<file path="config.mk">
export PLATFORM = sky130hd
export DESIGN_NAME = led_bank_ctrl
export DESIGN_NICKNAME = d
export VERILOG_FILES = /design/src/rtl/led_bank_ctrl.sv
export SDC_FILE = /design/constraint.sdc
export NUM_CORES = 1
export LEC_CHECK = 0
export BUFFER_PORTS_ARGS = -buffer_cell sky130_fd_sc_hd__buf_2
export CAP_MARGIN = 40
export CORE_MARGIN = 3
export CORE_UTILIZATION = 49
export CTS_BUF_LIST = sky130_fd_sc_hd__clkbuf_4
export CTS_CLUSTER_SIZE = 8
export DETAILED_ROUTE_END_ITERATION = 8
export GPL_TIMING_DRIVEN = 0
export PLACE_DENSITY = 0.85
export SLEW_MARGIN = 20
export SYNTH_ARGS = -nofsm -noshare
export SYNTH_HDL_FRONTEND = slang
export SYNTH_SLANG_ARGS = --single-unit
</file>
<file path="constraint.sdc">
create_clock -name clk -period 2.3 [get_ports clk]
set_clock_uncertainty 0.1 [all_clocks]
set_input_delay 0 -clock clk [delete_from_list [all_inputs] [get_ports clk]]
set_output_delay 0 -clock clk [all_outputs]
set_load 0.05 [all_outputs]
</file>
<file path="src/rtl/led_bank_ctrl.sv">
// -----------------------------------------------------------------------------
// led_bank_ctrl
//
// Overlays a horizontal row of N_LEDS sprite LEDs onto a VGA raster. Each LED
// is a 32x32 sprite taken from one of two external ROMs (lit / unlit). The
// sprite address is shared by both ROMs, and the LED state selects which ROM
// word is shown.
//
// Pipeline (fixed 3-clock latency, 1 pixel per clock):
//   stage 1 : box decode -> hit, LED state, ROM address
//   stage 2 : ROM read cycle; hit/state/syncs delayed to stay aligned
//   stage 3 : output mux (lit / unlit / background / blank)
//
// The LED states come from a shadow register that is loaded only on
// frame_start, so the bank never tears mid-frame.
//
// Ports
//   clk, reset                 clock, synchronous active-high reset
//   x, y                       current pixel coordinate (10-bit)
//   de_in, hsync_in, vsync_in  raster timing for (x,y)
//   frame_start                one-cycle pulse, loads the shadow register
//   value                      requested LED states, MSB = leftmost LED
//   lamp_test                  forces every LED lit
//   bg                         RGB565 background colour
//   rom_ad, rom_ce, rom_oce    shared sprite ROM address / enables
//   rom_on_dout, rom_off_dout  lit / unlit ROM read data
//   rgb                        RGB565 output pixel
//   de_out, hsync_out, vsync_out  timing aligned with rgb
// -----------------------------------------------------------------------------
module led_bank_ctrl #(
    parameter int N_LEDS = 8,
    parameter int X0     = 64,
    parameter int Y0     = 224,
    parameter int PITCH  = 40
) (
    input  logic              clk,
    input  logic              reset,
    input  logic [9:0]        x,
    input  logic [9:0]        y,
    input  logic              de_in,
    input  logic              hsync_in,
    input  logic              vsync_in,
    input  logic              frame_start,
    input  logic [N_LEDS-1:0] value,
    input  logic              lamp_test,
    input  logic [15:0]       bg,
    output logic [9:0]        rom_ad,
    output logic              rom_ce,
    output logic              rom_oce,
    input  logic [15:0]       rom_on_dout,
    input  logic [15:0]       rom_off_dout,
    output logic [15:0]       rgb,
    output logic              de_out,
    output logic              hsync_out,
    output logic              vsync_out
);

    localparam logic [31:0] Y_LO = 32'(Y0);
    localparam logic [31:0] Y_HI = 32'(Y0 + 31);

    logic [N_LEDS-1:0] shadow_q;

    // stage 1
    logic        hit_s1_q,   hit_d;
    logic        state_s1_q, state_d;
    logic [9:0]  rom_ad_q,   rom_ad_d;

    // stage 2
    logic        hit_s2_q;
    logic        state_s2_q;

    // sync delay lines (3 taps)
    logic [2:0]  de_q;
    logic [2:0]  hs_q;
    logic [2:0]  vs_q;

    // stage 3
    logic [15:0] rgb_q, rgb_d;

    // decode helpers
    logic [31:0] x_w, y_w, led_lo;
    logic        in_y, led_hit, led_state;
    logic [4:0]  row_off, col_off;
    logic [15:0] rom_sel;

    // Coordinates are widened before comparing so that an LED box that would
    // run past x=1023 simply never matches instead of wrapping round to x=0.
    always_comb begin
        x_w       = {22'd0, x};
        y_w       = {22'd0, y};
        in_y      = (y_w >= Y_LO) && (y_w <= Y_HI);
        row_off   = 5'(y_w - Y_LO);
        led_hit   = 1'b0;
        led_state = 1'b0;
        col_off   = 5'd0;
        led_lo    = 32'd0;
        for (int i = 0; i < N_LEDS; i++) begin
            led_lo = 32'(X0 + i * PITCH);
            if ((x_w >= led_lo) && (x_w <= led_lo + 32'd31)) begin
                led_hit   = 1'b1;
                // LED 0 is leftmost and maps to the MSB of the shadow
                led_state = shadow_q[N_LEDS-1-i];
                col_off   = 5'(x_w - led_lo);
            end
        end
    end

    always_comb begin
        hit_d    = de_in & in_y & led_hit;
        state_d  = led_state | lamp_test;
        // address is held outside the boxes to avoid needless ROM toggling
        rom_ad_d = hit_d ? {row_off, col_off} : rom_ad_q;
    end

    // A zero ROM word is the sprite's transparent colour.
    always_comb begin
        rom_sel = state_s2_q ? rom_on_dout : rom_off_dout;
        rgb_d   = 16'h0000;
        if (de_q[1]) begin
            if (hit_s2_q && (rom_sel != 16'h0000)) begin
                rgb_d = rom_sel;
            end else begin
                rgb_d = bg;
            end
        end
    end

    always_ff @(posedge clk) begin
        if (reset) begin
            shadow_q   <= '0;
            hit_s1_q   <= 1'b0;
            state_s1_q <= 1'b0;
            rom_ad_q   <= 10'd0;
            hit_s2_q   <= 1'b0;
            state_s2_q <= 1'b0;
            de_q       <= 3'b000;
            hs_q       <= 3'b000;
            vs_q       <= 3'b000;
            rgb_q      <= 16'h0000;
        end else begin
            if (frame_start) begin
                shadow_q <= value;
            end
            hit_s1_q   <= hit_d;
            state_s1_q <= state_d;
            rom_ad_q   <= rom_ad_d;
            hit_s2_q   <= hit_s1_q;
            state_s2_q <= state_s1_q;
            de_q       <= {de_q[1:0], de_in};
            hs_q       <= {hs_q[1:0], hsync_in};
            vs_q       <= {vs_q[1:0], vsync_in};
            rgb_q      <= rgb_d;
        end
    end

    assign rom_ad    = rom_ad_q;
    assign rom_ce    = hit_s1_q;
    assign rom_oce   = 1'b1;
    assign rgb       = rgb_q;
    assign de_out    = de_q[2];
    assign hsync_out = hs_q[2];
    assign vsync_out = vs_q[2];

endmodule

</file>
==> summary.md <==
| Metric | Value |
|---|---|
| Status | `completed` |
| Top_reg_cell synth | `dfxtp_1` |
| PwrDens | `450 nW/um^2` |
| FFs w/ async S/R, synth | `0%` |
| Sink Count | `47` |
| Setup violators final | `0` |
| Site Rows | `25` |
| Leak pwr | `1.76 nW` |
| CP Launch Type | `register` |
| Final worst slack | `approximately 0.063 ns` |
| Die Span Y | `77.9 um` |
| First-pass GRT wire length | `15500 um` |
| Final worst path period need | `roughly 2.2 ns` |
| Synth Cell Area | `roughly 2500 um^2` |
| Dpl ws | `-0.144 ns` |
| Wire per inst | `around 18 um` |
| Critical Path, Cell by Cell | `buf_2, clkbuf_2, mux2i_1, dlygate4sd3_1, a211oi_1` |
| H-tree Lvls | `2` |
| Post-synth EDFFs | `0` |
| ANT cells | `0` |
| Max-slew headroom | `40.8%` |
| Largest net degree at the start of global routing | `17` |
| Gr ovfl total | `0` |
| GP Congestion | `0.982` |
| Max Slew Vio Count | `0` |
| Max Buffers Root-to-Sink | `2` |
| Peak fanout along the critical path | `10` |
| Most frequent cells after synthesis | `dfxtp_1, nor2_1, mux2i_1` |
| Core area | `~4800 um^2` |
| Initial Util | `between 50% and 60%` |
| Maximum vdd drop | `0.000319 V` |
| Kind of critical path | `reg -> reg` |
| Vias/cell | `5.85` |
| Syn. warnings | `0` |
| CP max stage delay | `slightly below 0.6 ns` |
| Crit end category | `register` |
| Drt initial violations | `around 140` |
| Syn_nets | `~370` |
| CTS tree | `done` |
| Final-layout fill cell count | `275` |
| Via count | `about 3200` |
| CTS Buf Count | `5` |
| Synth-to-Final Area Change | `58.3%` |
| Critical Path AT | `2.41 ns` |
| Worst Hold Class | `in -> reg` |
| Most common cell in the netlist | `dfxtp_1` |
| Ratio of final minimum period to clock period | `a little over nine tenths` |
| Io pins | `approximately 110` |
| Count of cell types in the netlist | `62` |
| Die area | `6070 um^2` |
| Total power | `around 1.8 mW` |
| FF+latch area | `between 900 and 1000 um^2` |
| Fin nets | `559` |
| Area occupied by multi-input gates | `1480 um^2` |
| # Max-Cap Violations | `0` |
| Core Util, Final | `approximately 83%` |
| Width of the die | `77.9 um` |
| Synthesized flop and latch total | `47` |
| Gr usage total | `roughly 32%` |
| Worst path slowest cell | `dlygate4sd3_1` |
| Final ANT Viol Nets | `0` |
| Share of cells above drive strength 1 | `between 30% and 40%` |
| Clk Latency, worst-skew pair | `approximately 0.38 ns` |
| Routed WL | `~9900 um` |
| Vias in the first global route | `around 3100` |
| Syn avg cell area | `8.95 um^2` |
| DP HPWL | `5530 um` |
| Synth area leaders | `dfxtp_1, mux2i_1, a211oi_1, nor2_1, nor2b_1` |
| Port bufs | `110` |
| Synth top area share | `between 30% and 40%` |
| Worst-margin pin slew | `slightly below 0.9 ns` |
| Final hold vios | `0` |
| Root buf cell | `clkbuf_4` |
| Critical Path RT | `around 2.5 ns` |
| Mapped Cells | `~280` |
| Seq/Total Area, Yosys | `37.1%` |
| First-pass DRT Iterations | `6` |
| Area leader, netlist | `dfxtp_1` |
| F_max | `0.447 GHz` |
| DRC errors left | `0` |
| Clock slew at the register clock pins of the worst setup and hold paths | `approximately 0.14 ns` |
| Initial antenna violation count | `0` |
==> worst paths after layout <==
path | from | to | slack [ns] | depth (start not counted)
max | state_s2_q$_SDFF_PP0_ | rgb[12]$_SDFF_PP0_ | 0.06 | 5
min reg2reg | hs_q[0]$_SDFF_PP0_ | hs_q[1]$_SDFF_PP0_ | 0.36 | 1
max reg2reg | state_s2_q$_SDFF_PP0_ | rgb[12]$_SDFF_PP0_ | 0.06 | 5
min | frame_start | shadow_q[7]$_SDFFE_PP0P_ | 0.08 | 3
==> layout by cell type (no fill, tap or decap), drive strengths merged, types with 5 or more instances in the layout <==
master       synthesis  layout
a211oi              18      18
a21oi               17      17
buf                 10     120
clkbuf              10      15
dfxtp               47      47
dlygate4sd3          0      73
inv                  6       7
mux2i               24      24
nand2                7       7
nand3                9       9
nor2                34      34
nor2b               15      15
nor3                 6       6
nor4                 5       5
o21ai               13      13
==> timing repair <==
item                                   CTS  global route
hold buffers                            73             0
resized for setup                        0            11
setup endpoints to repair                0            16
endpoints found under the hold margin   39             0
buffers inserted                         0             0
==> critical path, delay by kind of cell (launching register included) <==
kind | cells | cell delay, ns
flops | 1 | 0.36
compound gates | 1 | 0.29
mux | 1 | 0.16
buf+inv | 3 | 1.23
==> report_power, final <==
part	switching (mW)	leakage, nW	internal (mW)
clock network	0.288	0.0418	0.232
registers	0.00932	0.383	0.836
logic	0.218	1.34	0.222
==> flip-flops by register name (all words and copies together), names as in the netlist <==
signal      flops
rgb            16
rom_ad         10
shadow_q        8
de_q            3
hs_q            3
vs_q            3
hit_s2_q        1
rom_ce          1
state_s1_q      1
state_s2_q      1
==> metrics by stage <==
stage	hold slack, ns	instance area [um^2]	setup TNS [ns]	cells
3_3_place_gp	0.110	3170	-0.112	460
3_5_place_dp	0.126	3170	-0.162	460
4_1_cts	0.0731	3990	0	541
2_1_floorplan	0.0282	2530	0	283
5_1_grt	0.0777	4010	-0.0360	541
6_report	0.0769	4010	0	541
==> kinds of logic after synthesis <==
| kind of cell | after synthesis | synth area share [%] |
|---|---|---|
| buffers and inverters | 26 | 5.38 |
| AND/OR/NAND/NOR | 105 | 24.7 |
| multiplexers | 25 | 10.1 |
| other | 1 | 0.148 |
| XOR/XNOR | 2 | 0.691 |
| adder cells (fa/ha/maj) | 3 | 1.48 |
| flip-flops | 47 | 37.1 |
| AO/OA/AOI/OAI | 74 | 20.3 |
==> area by class of cell <==
class	instances	share of cell area, %
Inverter	6	0.561
Tap cell	67	2.09
Timing Repair Buffer	183	31.9
Sequential cell	47	23.5
Clock inverter	3	1.15
Clock buffer	5	0.936
Buffer	20	2.96
Multi-Input combinational cell	210	36.9
==> routing by layer <==
metal | part of all wire, % | vias to the layer above | GRT usage [%]
met5 | 0 | - | 0
met4 | 4.1 | 0 | 13.6
met3 | 11 | 48 | 9.51
met2 | 49 | 246 | 57.6
met1 | 36 | 1452 | 35.5
li1 | - | 1417 | -
(Power assumes the default switching activity.)
